File: config.mk
export PLATFORM = sky130hd
export DESIGN_NAME = mask_bbox_track_flat
export DESIGN_NICKNAME = d
export VERILOG_FILES = /design/src/rtl/tracker_pkg.sv /design/src/rtl/mask_bbox_track_if.sv /design/src/rtl/pix_coord_cnt.sv /design/src/rtl/mask_bbox_track.sv /design/src/flat_wrapper.sv
export SDC_FILE = /design/constraint.sdc
export NUM_CORES = 1
export LEC_CHECK = 0
export CAP_MARGIN = 20
export CORE_UTILIZATION = 30
export DETAILED_ROUTE_END_ITERATION = 10
export MAX_ROUTING_LAYER = met4
export SLEW_MARGIN = 20
export SYNTH_ARGS = -nofsm -noshare
export SYNTH_HDL_FRONTEND = slang
export SYNTH_HIERARCHICAL = 1
export SYNTH_SLANG_ARGS = --single-unit
File: constraint.sdc
create_clock -name clk -period 2.1 [get_ports clk]
set_input_delay 0.525 -clock clk [delete_from_list [all_inputs] [get_ports clk]]
set_output_delay 0.525 -clock clk [all_outputs]
set_load 0.03 [all_outputs]
File: src/rtl/tracker_pkg.sv
// tracker_pkg: shared widths and FSM state encoding for the mask bounding-box tracker
package tracker_pkg;
  localparam int COORD_W = 11;
  localparam int CNT_W = 20;
  typedef enum logic [1:0] {IDLE, ACTIVE, COMMIT} state_t;
endpackage

File: src/rtl/mask_bbox_track_if.sv
// mask_bbox_track_if: pixel stream in (pre_imgbit/clken/hs/vs) and committed box out (bounds, valid, update, pix_cnt); master drives pixels, slave is the tracker
interface mask_bbox_track_if;
  import tracker_pkg::*;
  logic pre_imgbit, pre_clken, pre_hs, pre_vs;
  logic [COORD_W-1:0] box_xmin, box_xmax, box_ymin, box_ymax;
  logic box_valid, box_update;
  logic [CNT_W-1:0] pix_cnt;
  modport master (
    output pre_imgbit, pre_clken, pre_hs, pre_vs,
    input box_xmin, box_xmax, box_ymin, box_ymax, box_valid, box_update, pix_cnt
  );
  modport slave (
    input pre_imgbit, pre_clken, pre_hs, pre_vs,
    output box_xmin, box_xmax, box_ymin, box_ymax, box_valid, box_update, pix_cnt
  );
endinterface

File: src/rtl/pix_coord_cnt.sv
// pix_coord_cnt: saturating x/y pixel coordinates plus pixel-enable and vs-rise strobes (in: clk, rst, clr_y, pre_clken, pre_hs, pre_vs; out: x, y, pix_en, vs_rise)
module pix_coord_cnt
  import tracker_pkg::*;
#(
  parameter int IMG_W = 640,
  parameter int IMG_H = 480
) (
  input  logic               clk,
  input  logic               rst,
  input  logic               clr_y,
  input  logic               pre_clken,
  input  logic               pre_hs,
  input  logic               pre_vs,
  output logic [COORD_W-1:0] x,
  output logic [COORD_W-1:0] y,
  output logic               pix_en,
  output logic               vs_rise
);
  logic hs_d, vs_d, line_any, hs_fall;
  assign pix_en = pre_clken && pre_hs;
  assign hs_fall = hs_d && !pre_hs;
  assign vs_rise = pre_vs && !vs_d;
  always_ff @(posedge clk)
    if (rst) begin
      hs_d <= 1'b0;
      vs_d <= 1'b0;
      line_any <= 1'b0;
      x <= '0;
      y <= '0;
    end else begin
      hs_d <= pre_hs;
      vs_d <= pre_vs;
      line_any <= hs_fall ? 1'b0 : line_any || pix_en;
      x <= hs_fall ? '0 : (pix_en && x < COORD_W'(IMG_W - 1)) ? x + COORD_W'(1) : x;
      y <= clr_y ? '0 : (hs_fall && line_any && y < COORD_W'(IMG_H - 1)) ? y + COORD_W'(1) : y;
    end
endmodule

File: src/rtl/mask_bbox_track.sv
// mask_bbox_track: per-frame mask bounding box and pixel count committed on each vs rise (ports: clk, rst, bus slave); BOX_HOLD_EN enables coasting the last box for up to HOLD_FRAMES failed frames
module mask_bbox_track
  import tracker_pkg::*;
#(
  parameter int IMG_W = 640,
  parameter int IMG_H = 480,
  parameter int MIN_PIX = 64,
  parameter int HOLD_FRAMES = 4
) (
  input logic clk,
  input logic rst,
  mask_bbox_track_if.slave bus
);
  state_t state;
  logic [COORD_W-1:0] x, y, xmin, xmax, ymin, ymax;
  logic [CNT_W-1:0] pix_acc;
  logic pix_en, vs_rise, clr_y, hit, pass, coast;
  assign clr_y = state == COMMIT || (state == IDLE && vs_rise);
  assign hit = state == ACTIVE && pix_en && bus.pre_imgbit;
  assign pass = pix_acc >= CNT_W'(MIN_PIX);
`ifdef BOX_HOLD_EN
  localparam int FW = $clog2(HOLD_FRAMES + 2);
  logic [FW-1:0] fail_cnt;
  assign coast = !pass && fail_cnt != FW'(HOLD_FRAMES);
  always_ff @(posedge clk)
    if (rst) fail_cnt <= '0;
    else if (state == COMMIT) fail_cnt <= pass ? '0 : coast ? fail_cnt + FW'(1) : fail_cnt;
`else
  assign coast = HOLD_FRAMES < 0;
`endif
  pix_coord_cnt #(.IMG_W(IMG_W), .IMG_H(IMG_H)) u_cnt (
    .clk(clk), .rst(rst), .clr_y(clr_y), .pre_clken(bus.pre_clken), .pre_hs(bus.pre_hs),
    .pre_vs(bus.pre_vs), .x(x), .y(y), .pix_en(pix_en), .vs_rise(vs_rise)
  );
  always_ff @(posedge clk)
    if (rst) begin
      state <= IDLE;
      xmin <= '1;
      ymin <= '1;
      xmax <= '0;
      ymax <= '0;
      pix_acc <= '0;
      bus.box_xmin <= '0;
      bus.box_xmax <= '0;
      bus.box_ymin <= '0;
      bus.box_ymax <= '0;
      bus.box_valid <= 1'b0;
      bus.box_update <= 1'b0;
      bus.pix_cnt <= '0;
    end else begin
      state <= state == IDLE ? (vs_rise ? ACTIVE : IDLE) : state == ACTIVE ? (vs_rise ? COMMIT : ACTIVE) : ACTIVE;
      bus.box_update <= state == COMMIT;
      if (hit) begin
        xmin <= x < xmin ? x : xmin;
        xmax <= x > xmax ? x : xmax;
        ymin <= y < ymin ? y : ymin;
        ymax <= y > ymax ? y : ymax;
        pix_acc <= &pix_acc ? pix_acc : pix_acc + CNT_W'(1);
      end
      if (state != ACTIVE) begin
        xmin <= '1;
        ymin <= '1;
        xmax <= '0;
        ymax <= '0;
        pix_acc <= '0;
      end
      if (state == COMMIT) begin
        bus.pix_cnt <= pix_acc;
        if (pass || !coast) begin
          bus.box_xmin <= pass ? xmin : '0;
          bus.box_xmax <= pass ? xmax : '0;
          bus.box_ymin <= pass ? ymin : '0;
          bus.box_ymax <= pass ? ymax : '0;
          bus.box_valid <= pass;
        end
      end
    end
endmodule

File: src/flat_wrapper.sv
// flat-port wrapper written by rule: the top's interface ports become plain ports
module mask_bbox_track_flat import tracker_pkg::*;
#(
  parameter int IMG_W = 640,
  parameter int IMG_H = 480,
  parameter int MIN_PIX = 64,
  parameter int HOLD_FRAMES = 4
)
  (clk, rst, bus_pre_imgbit, bus_pre_clken, bus_pre_hs, bus_pre_vs, bus_box_xmin, bus_box_xmax, bus_box_ymin, bus_box_ymax, bus_box_valid, bus_box_update, bus_pix_cnt);
  mask_bbox_track_if bus_i ();
  input logic clk;
  input logic rst;
  input wire logic [$bits(bus_i.pre_imgbit)-1:0] bus_pre_imgbit;
  input wire logic [$bits(bus_i.pre_clken)-1:0] bus_pre_clken;
  input wire logic [$bits(bus_i.pre_hs)-1:0] bus_pre_hs;
  input wire logic [$bits(bus_i.pre_vs)-1:0] bus_pre_vs;
  output wire logic [$bits(bus_i.box_xmin)-1:0] bus_box_xmin;
  output wire logic [$bits(bus_i.box_xmax)-1:0] bus_box_xmax;
  output wire logic [$bits(bus_i.box_ymin)-1:0] bus_box_ymin;
  output wire logic [$bits(bus_i.box_ymax)-1:0] bus_box_ymax;
  output wire logic [$bits(bus_i.box_valid)-1:0] bus_box_valid;
  output wire logic [$bits(bus_i.box_update)-1:0] bus_box_update;
  output wire logic [$bits(bus_i.pix_cnt)-1:0] bus_pix_cnt;
  assign bus_i.pre_imgbit = bus_pre_imgbit;
  assign bus_i.pre_clken = bus_pre_clken;
  assign bus_i.pre_hs = bus_pre_hs;
  assign bus_i.pre_vs = bus_pre_vs;
  assign bus_box_xmin = bus_i.box_xmin;
  assign bus_box_xmax = bus_i.box_xmax;
  assign bus_box_ymin = bus_i.box_ymin;
  assign bus_box_ymax = bus_i.box_ymax;
  assign bus_box_valid = bus_i.box_valid;
  assign bus_box_update = bus_i.box_update;
  assign bus_pix_cnt = bus_i.pix_cnt;
  mask_bbox_track #(.IMG_W(IMG_W), .IMG_H(IMG_H), .MIN_PIX(MIN_PIX), .HOLD_FRAMES(HOLD_FRAMES)) u_core (.clk(clk), .rst(rst), .bus(bus_i));
endmodule
Yosys cells after proc, flatten, opt, wreduce, memory -nomap -nowiden. Cells that the tools add are included.

Memories: 0. Input bits: 6. RAM bits: 0. Output and inout port bits: 66. Memory bits (read-only): 0. Latch bits: 0. Logic and storage cells: 63. Bits in registers: 157.

Bitwise logic cells: 1. $mul: 0. Shift-type cells: 0. Equal/unequal tests: 3. Order comparisons: 7. Div/mod/pow operators: 0. Multiplexer cells: 8. Add/subtract/negate cells: 3. Reductions and logical operators: 23.

Operators by type and width (number): two-way mux 11 bit (4); adder 11 x 1 -> 11 bit, second input constant (2); greater-than comparator 11 bit (2); < comparator 11 bit (2); adder 20 x 1 -> 20 bit, second input constant (1); greater-or-equal comparator 20 x 7 -> 1 bit, second input constant (1); AND reduction 20 bit (1); < comparator 11 x 10 -> 1 bit, second input constant (1); < comparator 11 x 9 -> 1 bit, second input constant (1); AND reduction 2 bit (5); logical AND 1 bit (9); two-way mux 2 bit (3); OR reduction 2 bit (3); equality test 2 x 1 -> 1 bit, second input constant (1); equality test 2 bit, second input constant (1); logical NOT 1 bit (2); logical NOT 2 bit (1); logical OR 1 bit (2); inequality test 2 x 1 -> 1 bit, second input constant (1); two-way mux 1 bit (1); inverter 1 bit (1).

Longest topological paths before layout. Gate-level depths: netlist of run 1.

Word-level depth: 5. Gate-level depth with buffers: 8. Gate-level depth less buffers: 7.

Hierarchy. Netlist of run 1, hierarchy kept.

By module, submodules not included: mask_bbox_track (sequential area each 2642.5 µm², times used 1, cells an instance 693, area each 6087.1 µm²); pix_coord_cnt (sequential area each 500.5 µm², times used 1, cells an instance 128, area each 1144.8 µm²).

Worst setup path after synthesis of run 1. No wires, ideal clock.

Kind: reg2reg. Start: register u_core.u_cnt.y[6]. End: register u_core.ymax[4]. Stages on the path, launching flop included: 8. Setup time: 0.071 ns. Slack: 0.199 ns. Path buffers: 1. Data required time: 2.029 ns. Arrival: 1.830 ns. Clock period less this slack: 1.901 ns. Cell sequence: dfxtp_1 > ha_1 > a21oi_1 > o21ai_0 > a2111oi_0 > clkbuf_2 > o21ai_0 > a21oi_1.

Cells in the longest elaborated chain, start to end: 2.

Ends and longest elaborated chain: start: declaration (line pix_coord_cnt.sv:15) `output logic [COORD_W-1:0] y,`; start signal: assignment (line pix_coord_cnt.sv:35) `y <= clr_y ? '0 : (hs_fall && line_any && y < COORD_W'(IMG_H - 1)) ? y + COORD_W'(1) : y;`; greater-than comparator 11 bit (line mask_bbox_track.sv:57) `ymax <= y > ymax ? y : ymax;`; AND reduction 2 bit (no source line); end signal: assignment (line mask_bbox_track.sv:57); end: declaration (line mask_bbox_track.sv:15) `logic [COORD_W-1:0] x, y, xmin, xmax, ymin, ymax;`.

Every way passes these cells. A chain may end at the register's enable or synchronous reset.

Worst setup path in the final report of run 1.
Start: register u_core.bus.box_xmax[8]. End: output port bus_box_xmax[8].

RTL lines: start: declaration (line mask_bbox_track_if.sv:14) `output box_xmin, box_xmax, box_ymin, box_ymax, box_valid, box_update, pix_cnt`; start signal: assignment (line mask_bbox_track.sv:71) `bus.box_xmax <= pass ? xmax : '0;`; end: declaration (line flat_wrapper.sv:18) `output wire logic [$bits(bus_i.box_xmax)-1:0] bus_box_xmax;`.

No word-level cell between the ends.

==> key figures, run 1 <==
STA
  • Worst setup margin: 91.4 ps
  • Rel. slew slack: 63.2%
  • Highest Clock Rate: roughly 500 MHz
  • Worst hold slack: about 450 ps
  • Post-route minimum period: ~2000 ps
  • Final setup fails: 0
  • Final setup TNS: 0 ps
  • Tcrit/Tclk final: ~96%
  • Count of pins over their slew limit: 0
  • Final hold vios: 0
  • Clock Skews: 6.65 ps
  • Slew of the pin with the lowest slew margin: between 500 and 600 ps

Placement
  • Placement Setup Slack: -526 ps
  • Placed cell area: around 8600 um^2
  • Final RePlAce weighted congestion: slightly above 0.8
  • HPWL after DPL: 12.8 mm
  • # port buffers: 71

Drt
  • DRT Pass-1 Iters: 5
  • Vias: 6309
  • DRC: 0
  • Drt first-iter violations: ~400
  • Drt total wl: 18.1 mm
  • Routed Antenna Nets: 0
  • Vias per inst: 5.02
  • Routed WL per cell: 14.4 um

Clock tree
  • Root buf cell: clkbuf_16
  • Clk sinks: 157
  • Max clock buf depth: 2
  • Num CTS Buffers: 17
  • CTS Hold Bufs: 0
  • TritonCTS clock tree: yes
  • Htree depth: 4
  • CTS clk-pin slew, worst paths: 60 ps
  • Clk_lat worst skew: around 420 ps

Worst setup path
  • Worst Path Max Fanout: 2
  • Crit path cell chain: clkdlybuf4s50_1
  • Critical Path Source Type: flip-flop
  • Worst r2r src: u_core/u_cnt/y[10]$_SDFFE_PP0P_
  • Worst Path Arrival: 1480 ps
  • Worst Path Buf+Inv: 1
  • CP peak stage delay: about 700 ps
  • Crit path max-delay cell type: clkdlybuf4s50_1
  • Crit. End Element: primary output
  • Largest delay share family, worst path: buffers and inverters
  • Crit path from: u_core/bus.box_xmax[8]$_SDFFE_PP0P_
  • WS Path Type: flip-flop to primary output
  • Critical Path RT: between 1500 and 2000 ps

Finish
  • Layout cells sized above 1: 12.8%
  • N_diodes: 0
  • Area Growth Syn to Fin: 29.0%
  • Fin area: 9330 um^2
  • Nets: between 900 and 1k
  • Fill cells: 2391

Yosys
  • Most frequent cell after synthesis: dfxtp_1
  • Post-synth top area cell: dfxtp_1
  • Top FF cell, synth: dfxtp_1
  • Number of distinct library cells after synthesis: 64
  • Yosys warnings: 6
  • Syn nets: 873
  • Mapped Cells: between 800 and 900
  • Register area share after synthesis: 43.5%
  • Post-synth EDFFs: 0
  • Area of the mapped netlist: 7230 um^2
  • Post-synth top area share: between 40% and 50%
  • Top post-synthesis cells by area: dfxtp_1 43%, ha_1 8.0%, o211ai_1 5.4%, a22oi_1 4.6%, a21oi_1 4.3%
  • Post-synthesis register bit count: between 150 and 200
  • Synth async-reset ratio: 0%
  • Post-synth top cells: 157 x dfxtp_1, 80 x nand2_1, 80 x nor2_1
  • Avg Cell Area, Syn: roughly 8.8 um^2

Global routing
  • Largest net degree at the start of global routing: 53
  • First-pass GRT wire length: between 20 and 30 mm
  • GR Util All Layers: 15.4%
  • GR Overflow Total: 0
  • Initial antenna violation count: 0
  • Number of global-route vias before repair: 5886

Floorplan
  • Die Ht: 157 um
  • IO Pins: 72
  • Initial Util: 30.7%
  • Die width: roughly 160 um
  • Rows: 56
  • CORE AREA: 23500 um^2
  • Die Area: ~25000 um^2

Worst hold path
  • Worst Hold Class: flip-flop to flip-flop
  • Min-delay src: u_core/bus.pix_cnt[15]$_SDFFE_PP0P_

Job
  • Max_cap viols: 0

Pwr
  • Max VDD drop: 0.435 mV
  • PD cells: 697 nW/um^2
  • Static Leak: roughly 3.5 nW

Outcome
  • Status: finished, final reports clean
## layer usage
| metal | global-route usage [%] | vias up | wire length (um) |
|---|---|---|---|
| met4 | 5.32 | 0 | 222 |
| li1 | - | 3168 | - |
| met3 | 3.19 | 20 | 825 |
| met1 | 19.8 | 2978 | 8760 |
| met2 | 23.8 | 143 | 8270 |
| met5 | - | - | 0 |
## stage by stage
stage                     util (%)  power (mW)  instances
after floorplan                  -        3.20        821
after global placement        36.5        3.27       1221
after detailed placement      36.5        3.27       1221
after CTS                     39.3        6.58       1253
after global routing          39.6        6.72       1256
final                         39.6        6.50       1256
## sequential cells by signal, indices dropped and copies added (netlist names)
signal,count
u_core/bus.box_ymax,11
u_core/ymin,11
u_core/u_cnt/y,11
u_core/xmin,11
u_core/state,2
u_core/u_cnt/line_any,1
u_core/bus.box_ymin,11
u_core/xmax,11
u_core/ymax,11
u_core/bus.box_update,1
u_core/u_cnt/hs_d,1
u_core/u_cnt/vs_d,1
u_core/bus.box_xmin,11
u_core/pix_acc,20
u_core/bus.box_xmax,11
u_core/u_cnt/x,11
u_core/bus.pix_cnt,20
u_core/bus.box_valid,1
## final timing paths
kind,depth (start not counted),slack (ps),end
min reg2reg,2,450,u_core/bus.pix_cnt[15]$_SDFFE_PP0P_
max,1,90,bus_box_xmax[8]
min,2,450,u_core/bus.pix_cnt[15]$_SDFFE_PP0P_
max reg2reg,6,100,u_core/ymax[8]$_SDFFE_PP0P_
## report_power, final
| part | internal, mW | leakage (nW) | switching [mW] | total (mW) |
|---|---|---|---|---|
| sequential | 2.99 | 1.27 | 0.0168 | 3.01 |
| clock | 2.08 | 0.305 | 1.22 | 3.29 |
| combinational | 0.0673 | 1.94 | 0.132 | 0.199 |
| total | 5.13 | 3.51 | 1.37 | 6.50 |
## timing repair
action | in CTS | in global routing
pin swaps | 1 | 4
resized for setup | 3 | 18
endpoints found under the setup margin | 7 | 22
cloned | 0 | 3
buffers inserted | 1 | 0
endpoints found under the hold margin | 0 | 0
## placed cells by master, fill, tap and decap left out, drive strengths merged, types with 10 or more instances in the layout
master	Yosys	final
a21oi	62	62
a22oi	44	44
buf	19	61
clkbuf	29	22
clkdlybuf4s50	0	68
dfxtp	157	157
ha	46	46
inv	51	51
mux2i	13	13
nand2	81	81
nand3	26	26
nand4	12	12
nor2	80	80
o211ai	53	53
o21ai	29	29
or3	11	11
xor2	10	10
## cell type report
| class | instances | area (um^2) | share of cell area (%) |
|---|---|---|---|
| multi-input cells | 566 | 3780 | 40.5 |
| clock buffers | 21 | 470 | 5.04 |
| clock inverters | 10 | 163 | 1.74 |
| repair buffers | 132 | 1180 | 12.7 |
| well taps | 319 | 399 | 4.28 |
| inverters | 51 | 191 | 2.05 |
| flip-flops and latches | 157 | 3140 | 33.7 |
## cells by family after synthesis
| kind of cell | share of synthesized area, % |
|---|---|
| flip-flops | 43.5 |
| buffers and inverters | 5.52 |
| adder cells (fa/ha/maj) | 7.96 |
| XOR/XNOR | 1.94 |
| AO/OA/AOI/OAI | 21.1 |
| AND/OR/NAND/NOR | 18.2 |
| multiplexers | 1.80 |
## worst min-delay path, cell delays in order, from the launching register on
cell,delay [ps]
dfxtp_1,310
nand2_1,50
a21oi_1,50
No activity file was read; power rests on OpenSTA's default activity.
==> run 2, diff against run 1 <==
Settings changed: CTS_CLUSTER_SIZE from default to 25, PLACE_DENSITY from default to 0.57.
==> key figures, run 2 (same netlist as run 1, synthesis figures left out) <==
STA
  • Final setup fails: 0 (unchanged)
  • RSZ-0062 raised after global routing: no
  • Final hold vios: 0 (unchanged)
  • Highest Clock Rate: 493 MHz (-1.0%)
  • Count of pins over their slew limit: 0 (unchanged)
  • Rel. slew slack: 62.3% (-0.89 points)
  • Slew of the pin with the lowest slew margin: 565 ps (+13.4 ps)
  • Post-route minimum period: 2030 ps (+20.3 ps)
  • Final setup TNS: 0 ps (unchanged)
  • Clock Skews: 10.6 ps (+4.00 ps)
  • Worst setup margin: 71.2 ps (-20.3 ps)
  • Tcrit/Tclk final: 96.6% (+0.97 points)

Drt
  • DRC: 0 (unchanged)
  • DRT Pass-1 Iters: 4 (-1)
  • Drt first-iter violations: 276 (-31%)
  • Routed Antenna Nets: 0 (unchanged)
  • Routed WL per cell: 14.3 um (-0.66%)
  • Vias: 6205 (-1.6%)
  • Drt total wl: 17.9 mm (-0.74%)
  • Vias per inst: 4.94 (-1.6%)

Global routing
  • GR Util All Layers: 15.7% (+0.29 points)
  • Initial antenna violation count: 0 (unchanged)
  • Largest net degree at the start of global routing: 54 (+1.9%)
  • GR Overflow Total: 0 (unchanged)
  • Number of global-route vias before repair: 5824 (-1.1%)
  • First-pass GRT wire length: 29.8 mm (+1.3%)

Worst setup path
  • Critical Path RT: 1570 ps (about the same)
  • Crit path max-delay cell type: clkdlybuf4s50_1
  • Crit path cell chain: clkdlybuf4s50_1
  • Largest delay share family, worst path: buffers and inverters
  • CP peak stage delay: 690 ps (about the same)
  • Critical Path Source Type: flip-flop
  • Crit. End Element: primary output
  • Worst Path Max Fanout: 2 (unchanged)
  • Worst Path Arrival: 1500 ps (+20 ps)
  • WS Path Type: flip-flop to primary output
  • Worst Path Buf+Inv: 1 (unchanged)

Placement
  • # port buffers: 71 (unchanged)
  • HPWL after DPL: 12.5 mm (-1.7%)
  • Final RePlAce weighted congestion: 0.817 (+1.3%)
  • Placed cell area: 8610 um^2 (+0.12%)
  • Placement Setup Slack: -501 ps (+25.1 ps)

Floorplan
  • Initial Util: 30.7% (unchanged)
  • CORE AREA: 23500 um^2 (unchanged)
  • Die Area: 24700 um^2 (unchanged)
  • IO Pins: 72 (unchanged)
  • Rows: 56 (unchanged)
  • Die Ht: 157 um (unchanged)
  • Die width: 157 um (unchanged)

Finish
  • Area Growth Syn to Fin: 28.1%
  • Nets: 975 (-0.20%)
  • Commonest non-fill, non-tap cell in the layout: dfxtp_1
  • Commonest non-fill, non-tap cells in the layout: 157 x dfxtp_1, 80 x nor2_1, 80 x nand2_1
  • Top Registers: u_core/bus.pix_cnt (20), u_core/pix_acc (20)
  • Layout cells sized above 1: 12.2% (-0.63 points)
  • Fin area: 9260 um^2 (-0.67%)
  • N_diodes: 0 (unchanged)

Pwr
  • Static Leak: 3.47 nW (-1.1%)
  • PD cells: 668 nW/um^2 (-4.1%)
  • Overall Power: 6.19 mW (-4.8%)
  • Max VDD drop: 0.512 mV (+18%)

Clock tree
  • Root buf cell: clkbuf_16
  • Htree depth: 4 (unchanged)
  • Clk_lat worst skew: 430 ps (about the same)
  • Num CTS Buffers: 17 (unchanged)
  • TritonCTS clock tree: yes
  • Max clock buf depth: 2 (unchanged)
  • CTS clk-pin slew, worst paths: 60 ps (about the same)
  • Clk sinks: 157 (unchanged)
  • CTS Hold Bufs: 0 (unchanged)

Worst hold path
  • Worst Hold Class: flip-flop to flip-flop

Outcome
  • Status: finished, final reports clean

Job
  • Max_cap viols: 0 (unchanged)
[run 2: final timing paths]
path,to,start,depth (start not counted),slack [ps]
worst min-delay path,u_core/bus.pix_cnt[19]$_SDFFE_PP0P_,u_core/bus.pix_cnt[19]$_SDFFE_PP0P_,2,450
worst max register to register,u_core/xmax[6]$_SDFFE_PP0P_,u_core/xmax[6]$_SDFFE_PP0P_,8,120
worst min register to register,u_core/bus.pix_cnt[19]$_SDFFE_PP0P_,u_core/bus.pix_cnt[19]$_SDFFE_PP0P_,2,450
worst max-delay path,bus_box_xmax[9],u_core/bus.box_xmax[9]$_SDFFE_PP0P_,1,70
[run 2: timing repair]
item	4_1_cts	5_1_grt
buffers inserted	1	2
hold endpoints to repair	0	0
gates resized for setup	0	16
setup endpoints to repair	3	36
pin swaps	1	3
gates cloned	0	1
[run 2: cell type report]
type	instances	area (um^2)
flip-flops and latches	157	3140
multi-input cells	565	3770
repair buffers	131	1200
clock buffers	23	448
clock inverters	9	114
well taps	319	399
fillers	2443	14300
inverters	51	191
[run 2: where the power goes]
group / total, mW / internal (mW) / switching (mW)
Clock: 2.98 / 1.75 / 1.23
Combinational: 0.202 / 0.0698 / 0.132
Sequential: 3.01 / 2.99 / 0.0166
Total: 6.19 / 4.81 / 1.38
[run 2: stage by stage]
stage / std cells / utilization, % / hold WS (ps)
floorplan: 821 / - / 441
global placement: 1219 / 36.6 / 444
detailed placement: 1219 / 36.6 / 447
CTS: 1252 / 39.0 / 455
global route: 1255 / 39.3 / 468
finish: 1255 / 39.3 / 452
[run 2: tightest hold or removal path, delay by kind of cell (launching register included)]
family	cells	cell delay, ps
compound gates	1	50
flops	1	310
simple gates	1	50
[run 2: routing by layer]
| layer | GRT usage (%) | part of all wire (%) | routed length [um] | vias to the layer above |
|---|---|---|---|---|
| li1 | - | - | - | 3166 |
| met1 | 20.8 | 50 | 9000 | 2938 |
| met2 | 23.7 | 45 | 8110 | 85 |
| met3 | 2.86 | 3.2 | 567 | 16 |
| met4 | 5.64 | 1.5 | 275 | 0 |
| met5 | - | 0 | 0 | - |
